### src/rtl/adc_capture.sv
// Dual-lane serial ADC sampler for the 105 MHz domain: paces conversions,
// shifts in 16-bit results and hands them to the CDC write port as data_in/fill_data.
module adc_capture #(
    parameter int SAMPLE_PERIOD = 21,
    parameter int CONV_CYCLES   = 3
) (
    input  logic        clk105,
    input  logic        rst,
    input  logic        locked,
    input  logic        enable,
    input  logic        pattern_en,
    input  logic        adc_sdo_a,
    input  logic        adc_sdo_b,
    output logic        adc_convst,
    output logic        adc_cs_n,
    output logic        adc_sclk,
    output logic [15:0] data_in,
    output logic        fill_data,
    output logic [15:0] sample_cnt,
    output logic        busy
);

    localparam int PW = $clog2(SAMPLE_PERIOD);

    localparam logic [PW-1:0] P_ZERO      = {PW{1'b0}};
    localparam logic [PW-1:0] P_ONE       = PW'(1);
    localparam logic [PW-1:0] P_CONV_END  = PW'(CONV_CYCLES);
    localparam logic [PW-1:0] P_SHIFT_END = PW'(CONV_CYCLES + 16);
    localparam logic [PW-1:0] P_FILL      = PW'(CONV_CYCLES + 17);
    localparam logic [PW-1:0] P_LAST      = PW'(SAMPLE_PERIOD - 1);
    // LSB of (p - S) equals p[0] xor S[0], so sclk needs only this bit of S
    localparam logic          K_LSB_FLIP  = 1'((CONV_CYCLES + 1) % 2);

    typedef enum logic [1:0] {
        ST_IDLE  = 2'd0,
        ST_CONV  = 2'd1,
        ST_SHIFT = 2'd2,
        ST_DONE  = 2'd3
    } state_t;

    state_t          state_r;
    state_t          state_nx_s;
    logic [PW-1:0]   p_r;
    logic [PW-1:0]   p_nx_s;
    logic [1:0]      rst_sync_r;
    logic [7:0]      sh_a_r;
    logic [7:0]      sh_b_r;
    logic [7:0]      sh_a_nx_s;
    logic [7:0]      sh_b_nx_s;
    logic            fill_nx_s;
    logic            sclk_nx_s;
    logic            convst_r;
    logic            cs_n_r;
    logic            sclk_r;
    logic [15:0]     data_r;
    logic            fill_r;
    logic [15:0]     sample_cnt_r;
    logic            busy_r;

    // Reset release synchronizer; assertion is immediate, release takes two clocks
    always_ff @(posedge clk105 or posedge rst) begin
        if (rst) begin
            rst_sync_r <= 2'b11;
        end else begin
            rst_sync_r <= {rst_sync_r[0], 1'b0};
        end
    end

    // FSM state and frame position register
    always_ff @(posedge clk105 or posedge rst) begin
        if (rst) begin
            state_r <= ST_IDLE;
            p_r     <= P_ZERO;
        end else begin
            state_r <= state_nx_s;
            p_r     <= p_nx_s;
        end
    end

    // Next-state and frame position; loss of lock aborts from any state
    always_comb begin
        state_nx_s = state_r;
        p_nx_s     = p_r;
        if (!locked || rst_sync_r[1]) begin
            state_nx_s = ST_IDLE;
            p_nx_s     = P_ZERO;
        end else begin
            case (state_r)
                ST_IDLE: begin
                    p_nx_s = P_ZERO;
                    if (enable) begin
                        state_nx_s = ST_CONV;
                    end else begin
                        state_nx_s = ST_IDLE;
                    end
                end
                ST_CONV: begin
                    p_nx_s = p_r + P_ONE;
                    if (p_r == P_CONV_END) begin
                        state_nx_s = ST_SHIFT;
                    end else begin
                        state_nx_s = ST_CONV;
                    end
                end
                ST_SHIFT: begin
                    p_nx_s = p_r + P_ONE;
                    if (p_r == P_SHIFT_END) begin
                        state_nx_s = ST_DONE;
                    end else begin
                        state_nx_s = ST_SHIFT;
                    end
                end
                ST_DONE: begin
                    if (p_r == P_LAST) begin
                        p_nx_s = P_ZERO;
                        if (enable) begin
                            state_nx_s = ST_CONV;
                        end else begin
                            state_nx_s = ST_IDLE;
                        end
                    end else begin
                        p_nx_s     = p_r + P_ONE;
                        state_nx_s = ST_DONE;
                    end
                end
                default: begin
                    state_nx_s = ST_IDLE;
                    p_nx_s     = P_ZERO;
                end
            endcase
        end
    end

    // Lane shift; a high sclk this cycle means the coming edge drives it low
    always_comb begin
        sh_a_nx_s = sh_a_r;
        sh_b_nx_s = sh_b_r;
        if (sclk_r) begin
            sh_a_nx_s = {sh_a_r[6:0], adc_sdo_a};
            sh_b_nx_s = {sh_b_r[6:0], adc_sdo_b};
        end else begin
            sh_a_nx_s = sh_a_r;
            sh_b_nx_s = sh_b_r;
        end
        fill_nx_s = (state_nx_s == ST_DONE) && (p_nx_s == P_FILL);
        sclk_nx_s = (state_nx_s == ST_SHIFT) && (p_nx_s[0] ^ K_LSB_FLIP);
    end

    // Lane shift registers
    always_ff @(posedge clk105 or posedge rst) begin
        if (rst) begin
            sh_a_r <= 8'h00;
            sh_b_r <= 8'h00;
        end else begin
            sh_a_r <= sh_a_nx_s;
            sh_b_r <= sh_b_nx_s;
        end
    end

    // Registered outputs, decoded from the upcoming state so pins align with p
    always_ff @(posedge clk105 or posedge rst) begin
        if (rst) begin
            convst_r     <= 1'b0;
            cs_n_r       <= 1'b1;
            sclk_r       <= 1'b0;
            busy_r       <= 1'b0;
            fill_r       <= 1'b0;
            data_r       <= 16'h0000;
            sample_cnt_r <= 16'h0000;
        end else begin
            convst_r <= (state_nx_s == ST_CONV) && (p_nx_s == P_ZERO);
            cs_n_r   <= (state_nx_s != ST_SHIFT);
            sclk_r   <= sclk_nx_s;
            busy_r   <= (state_nx_s != ST_IDLE);
            fill_r   <= fill_nx_s;
            if (fill_nx_s) begin
                data_r       <= pattern_en ? sample_cnt_r : {sh_a_nx_s, sh_b_nx_s};
                sample_cnt_r <= sample_cnt_r + 16'h0001;
            end else begin
                data_r       <= data_r;
                sample_cnt_r <= sample_cnt_r;
            end
        end
    end

    assign adc_convst = convst_r;
    assign adc_cs_n   = cs_n_r;
    assign adc_sclk   = sclk_r;
    assign busy       = busy_r;
    assign fill_data  = fill_r;
    assign data_in    = data_r;
    assign sample_cnt = sample_cnt_r;

endmodule

### config.mk
export PLATFORM = sky130hd
export DESIGN_NAME = adc_capture
export DESIGN_NICKNAME = d
export VERILOG_FILES = /design/src/rtl/adc_capture.sv
export SDC_FILE = /design/constraint.sdc
export NUM_CORES = 1
export LEC_CHECK = 0
export BUFFER_PORTS_ARGS = -buffer_cell sky130_fd_sc_hd__buf_2
export CAP_MARGIN = 20
export CORE_AREA = 3 3 79 81
export DETAILED_ROUTE_END_ITERATION = 6
export DIE_AREA = 0 0 82 84
export PLACE_DENSITY = 0.74
export SLEW_MARGIN = 5
export SYNTH_ARGS = -nofsm -noshare
export SYNTH_HDL_FRONTEND = slang
export SYNTH_SLANG_ARGS = --single-unit
### constraint.sdc
create_clock -name clk105 -period 5.27 [get_ports clk105]
set_input_delay 0.2635 -clock clk105 [delete_from_list [all_inputs] [get_ports clk105]]
set_output_delay 0.2635 -clock clk105 [all_outputs]
set_load 0.02 [all_outputs]
# Yosys cells after proc, flatten, opt, wreduce, memory -nomap -nowiden
# Cells that the tools add are included.
dict set report word_totals {
  ff_bits 62
  inputBits 7
}
dict set report classes {
  eq_ne 11
  muxes 12
  reduce_logical 9
  n_addsub 2
}
# op n
set op_table {}
lappend op_table {{adder 16 x 1 -> 16 bit (second input constant)} 1}
lappend op_table {{2-to-1 mux 16 bit} 1}
lappend op_table {{2-to-1 mux 8 bit} 2}
lappend op_table {{== test 5 bit (second input constant)} 3}
lappend op_table {{one-hot mux 5 bit (3 select lines)} 1}
lappend op_table {{2-to-1 mux 5 bit} 2}
lappend op_table {{== test 2 bit (second input constant)} 4}
lappend op_table {{one-hot mux 2 bit (4 select lines)} 1}
lappend op_table {{2-to-1 mux 2 bit} 3}
lappend op_table {{adder 5 x 1 -> 5 bit (second input constant)} 1}
lappend op_table {{== test 5 x 2 -> 1 bit (second input constant)} 1}
lappend op_table {{logical NOT 5 bit} 1}
lappend op_table {{== test 2 x 1 -> 1 bit (second input constant)} 2}
lappend op_table {{logical AND 1 bit} 3}
lappend op_table {{logical NOT 2 bit} 1}
lappend op_table {{2-to-1 mux 1 bit} 2}
lappend op_table {{inequality test 2 bit (second input constant)} 1}
lappend op_table {{nonzero test 2 bit} 1}
lappend op_table {{OR reduction 2 bit} 1}
lappend op_table {{logical NOT 1 bit} 1}
lappend op_table {{logical OR 1 bit} 1}

# Depth between registers and ports, before layout
dict set report depth {
  ltp_word 6
  ltp_mapped 9
  mapped_depth_nobuf 8
}

# Worst setup path before layout
# OpenSTA, ideal clock, no wires.
dict set report synth_path {
  path_type {reg2reg}
  from {register p_r[0]}
  to {register sample_cnt_r[1] (netlist: sample_cnt[1])}
  path_buffers 1
  path_stages_with_launch 8
  path_slack_ns 3.274
  synth_period_minus_slack_ns 1.996
  t_arrival_ns 1.871
  path_cell_list {dfrtp_1 ha_1 or3b_1 a21oi_1 nor2_1 and4_1 buf_4 mux2_4}
}
dict set report synth_via {
  elab_chain_len 6
  elab_cells_between_ends 15
  cone_classes {add/sub: 1; eq/ne: 5; mux: 8; reduce/logical: 1}
}
# element line_no
set synth_lines {}
lappend synth_lines {{start: declaration} 43} ;# logic [PW-1:0] p_r;
lappend synth_lines {{start signal: assignment} 76} ;# p_r <= p_nx_s;
lappend synth_lines {{adder 5 x 1 -> 5 bit, or another cell as far along} {98, 106, 122}}
lappend synth_lines {{2-to-1 mux 5 bit, or another cell as far along} 114} ;# if (p_r == P_LAST) begin
lappend synth_lines {{one-hot mux 5 bit (3 select lines) / one-hot mux 2 bit (4 select lines) (equally long branches)} 88} ;# case (state_r)
lappend synth_lines {{2-to-1 mux 5 bit / 2-to-1 mux 2 bit (equally long branches)} 84} ;# if (!locked || rst_sync_r[1]) begin
lappend synth_lines {{== test 5 bit / == test 2 bit (equally long branches)} 145} ;# fill_nx_s = (state_nx_s == ST_DONE) && (p_nx_s == P_FILL);
lappend synth_lines {{logical AND 1 bit (*)} 145}
lappend synth_lines {{end signal: assignment} 178} ;# sample_cnt_r <= sample_cnt_r + 16'h0001;
lappend synth_lines {{end signal: assignment} 181} ;# sample_cnt_r <= sample_cnt_r;
lappend synth_lines {{end: declaration} 57} ;# logic [15:0] sample_cnt_r;
# Mark *: on every way between the ends. The rest lies on a longest branch, timed or not.
# A chain may end at the register's enable or synchronous reset.

# Worst setup path in the final report
dict set report layout_path {
  from {register p_r[0]}
  to {register sample_cnt_r[14] (netlist: sample_cnt[14])}
}
dict set report layout_via {
  elab_chain_len 6
  elab_cells_between_ends 15
  cone_classes {add/sub: 1; eq/ne: 5; mux: 8; reduce/logical: 1}
}
# element line_no
set layout_lines {}
lappend layout_lines {{== test 5 bit / == test 5 x 2 -> 1 bit (equally long branches)} {114, 99}}
lappend layout_lines {{2-to-1 mux 2 bit (on tied branches)} {114, 99}}
lappend layout_lines {{one-hot mux 2 bit (4 select lines) (*)} 88}
lappend layout_lines {{2-to-1 mux 2 bit (*)} 84}
lappend layout_lines {{named net state_nx_s[1]} 42} ;# state_t state_nx_s;
lappend layout_lines {{== test 2 bit (*)} 145}
lappend layout_lines {{logical AND 1 bit (*)} 145}
# Mark *: on every way through the listed nets, which the timed path passes. The rest lies on a longest branch.

==> flow_metrics.env <==
export IMPL_antenna_cells=0
export IMPL_initial_core_util=0.5165
export IMPL_leakage_nw=1.643
export IMPL_postRouteAntennaNets=0
export IMPL_final_setup_tns_ns=0
export IMPL_synth_warnings=0
export IMPL_path_max_fanout=37
export IMPL_synth_edff_count=0
export IMPL_fin_skew_ns=0.009654
export IMPL_vdd_drop_max_uv=153.9
export IMPL_avgRoutedWirePerCell_um=14.53
export IMPL_layout_min_cycle_time_ns=2.436
export IMPL_die_area_mm2=0.006888
export IMPL_crit_arrival_ns=2.69
export IMPL_cts_tree="yes"
export IMPL_port_buffers=43
export IMPL_syn_area_mm2=0.002861
export IMPL_switching_share=0.2052
export IMPL_clockBufferDepth=2
export IMPL_clkPwrFrac=0.458
export IMPL_cts_resized_gates=0
export IMPL_r2r_end="sample_cnt[14]"
export IMPL_drtIter0Drc=131
export IMPL_die_h_um=84
export IMPL_final_max_slew_viol_count=0
export IMPL_combPwrFrac=0.027
export IMPL_yosysUniqueCellTypes=41
export IMPL_crit_path_start="p_r[0]"
export IMPL_antenna_found_initial=0
export IMPL_rows=27
export IMPL_cts_htree_levels=3
export IMPL_timing_rr_start="p_r[0]"
export IMPL_power_density_mw_per_mm2=281.0
export IMPL_synth_flop_cell="dfrtp_1"
export IMPL_drive_above_1_share=0.3003
export IMPL_grt_pass1_wl_mm=9.094
export IMPL_rr_worst_depth=7
export IMPL_area_delta_synth_final_pct=15.83
export IMPL_grt_overflow=0
export IMPL_crit_slowest_cell="dfrtp_1"
export IMPL_ys_ff_latch=62
export IMPL_place_hpwl_mm=3.774
export IMPL_clock_latency_ns=0.33
export IMPL_r2r_setup_slack_ns=2.83
export IMPL_drt_pass1_iter_count=4
export IMPL_finalWeightedCongestion=0.8197
export IMPL_power_switching_mw=0.1911
export IMPL_synth_seq_area_share=0.5435
export IMPL_cts_hold_buf=0
export IMPL_cpPeakStageDelay_ns=0.42
export IMPL_syn_num_nets=260
export IMPL_p_int_mw=0.7403
export IMPL_coreArea_mm2=0.005540
export IMPL_via_count=1918
export IMPL_worst_pin_slew_ns=0.7604
export IMPL_drv_cap=0
export IMPL_routed_via_density=5.255
export IMPL_grt_pass1_vias=1887
export IMPL_clk_pin_slew_worst_paths_ns=0.07
export IMPL_grt_max_degree=63
export IMPL_grt_setup_unrepaired="no"
export IMPL_final_nets=303
export IMPL_max_slew_margin_rel=0.4931
export IMPL_path_class="reg2reg"
export IMPL_n_fill_cell=450
export IMPL_hold_worst_slack_ns=0.1427
export IMPL_cts_sinks=62
export IMPL_postSynthCellCount=246
export IMPL_start_kind="register"
export IMPL_cts_buffers_inserted=9
export IMPL_cts_root_buf="clkbuf_8"
export IMPL_seqPwrFrac=0.515
export IMPL_io_pins=44
export IMPL_cp_cell_sequence="ha_1 > nor4b_4 > nand2_1 > a21oi_4 > nand4_4 > nor4_2 > xor2_1"
export IMPL_fmax_ghz=0.4105
export IMPL_grt_usage=0.1722
export IMPL_period_share=0.4623
export IMPL_hold_violations=0
export IMPL_cts_setup_buffers=0
export IMPL_route_detailed_drc=0
export IMPL_die_width_um=82
export IMPL_status="completed"
export IMPL_setup_viol=0
export IMPL_cp_data_required_time_ns=5.52
export IMPL_ys_async_sr_fraction=1.000
export IMPL_endpoint="sample_cnt[14]"
export IMPL_endpoint_kind="register"
export IMPL_syn_avg_cell_area_um2=11.63
export IMPL_hold_path_class="in2async"
export IMPL_wl_mm=5.304
Yosys cell counts, types with 2 or more instances:
cell / count / area share
nand2b_1: 2 / 0.0044
nor2_1: 7 / 0.0092
a21oi_1: 6 / 0.010
clkbuf_1: 5 / 0.0066
nor2b_1: 2 / 0.0044
o21ai_0: 17 / 0.030
ha_1: 7 / 0.031
inv_1: 9 / 0.012
buf_6: 2 / 0.0079
and4_1: 2 / 0.0061
mux2_2: 16 / 0.063
dfrtp_1: 59 / 0.52
nand2_1: 28 / 0.037
nor3_1: 7 / 0.012
xor2_1: 8 / 0.024
nor4_2: 2 / 0.0087
buf_2: 3 / 0.0052
dfstp_2: 3 / 0.028
nand4_1: 3 / 0.0066
xnor2_1: 11 / 0.034
mux2i_1: 16 / 0.056
nand3_1: 12 / 0.021
area by class of cell:
type	count	area [µm²]	share of cell area
flip-flops and latches	62	1555	0.4692
multi-input cells	163	1205	0.3635
repair buffers	44	222.7	0.06720
clock buffers	12	165.2	0.04983
well taps	72	90.09	0.02718
clock inverters	3	42.54	0.01284
inverters	9	33.78	0.01019
worst min path at each step:
stage,start,to,depth (start not counted)
after detailed placement,rst_sync_r[0],rst_sync_r[1],0
after global placement,rst_sync_r[0],rst_sync_r[1],0
after floorplan,rst_sync_r[0],rst_sync_r[1],0
after global routing,adc_sdo_a,sh_a_r[0],2
after CTS,adc_sdo_a,sh_a_r[0],2
final,rst,sample_cnt[3],3
cell families after synthesis:
family                   after synthesis  synth area share
XOR/XNOR                              19           0.05815
other                                  1          0.001311
AND/OR/NAND/NOR                       74            0.1478
buffers and inverters                 21           0.03542
flip-flops                            62            0.5435
adder cells (fa/ha/maj)                7           0.03061
AO/OA/AOI/OAI                         29           0.05904
multiplexers                          33            0.1242
power by group through the flow:
| stage | logic, mW | registers, mW | clock network, mW |
|---|---|---|---|
| finish | 0.0252 | 0.480 | 0.426 |
| global route | 0.0290 | 0.480 | 0.459 |
| CTS | 0.0262 | 0.480 | 0.437 |
| detailed placement | 0.0262 | 0.489 | 0 |
| global placement | 0.0260 | 0.489 | 0 |
| floorplan | 0.0178 | 0.489 | 0 |
worst max-delay path, delay by kind of cell (launching register included):
| family | cells | cell delay (ns) |
|---|---|---|
| AND/OR/NAND/NOR | 4 | 1.21 |
| XOR/XNOR | 1 | 0.18 |
| AO/OA/AOI/OAI | 1 | 0.25 |
| adder cells (fa/ha/maj) | 1 | 0.31 |
| flip-flops | 1 | 0.42 |
metrics by stage:
step           cell area (µm²)  setup WS, ns  std cells  power [mW]    util
2_1_floorplan             2861         3.274        246      0.5071       -
3_5_place_dp              3107         2.844        350      0.5149  0.5608
5_1_grt                   3314         2.568        365      0.9679  0.5982
4_1_cts                   3314         2.830        365      0.9430  0.5982
6_report                  3314         2.834        365      0.9314  0.5982
3_3_place_gp              3107         2.956        350      0.5146  0.5608
metal layers:
layer / part of all wire / GRT usage
met5: 0 / 0
met3: 0.058 / 0.05400
met4: 0.018 / 0.07855
met1: 0.46 / 0.2313
met2: 0.46 / 0.2513
state kept, by name, summed over array words and instances (netlist names):
name        flops
sample_cnt     16
rst_sync_r      2
p_r             5
data_in        16
sh_a_r          8
adc_convst      1
state_r         2
adc_sclk        1
busy            1
adc_cs_n        1
fill_data       1
sh_b_r          8
layout by cell type (no fill, tap or decap), types with 2 or more instances in the layout:
cell / count
mux2i_1: 16
nor2b_1: 2
nor3_1: 7
a21oi_1: 6
buf_2: 43
nand2_1: 28
nand3_1: 12
dfstp_2: 3
ha_1: 7
mux2_2: 16
nand4_1: 3
inv_1: 8
xor2_1: 8
xnor2_1: 11
nor4_2: 2
dfrtp_1: 59
nand2b_1: 2
nor2_1: 7
and4_1: 2
o21ai_0: 17
clkbuf_8: 12
(Power assumes the default switching activity.)
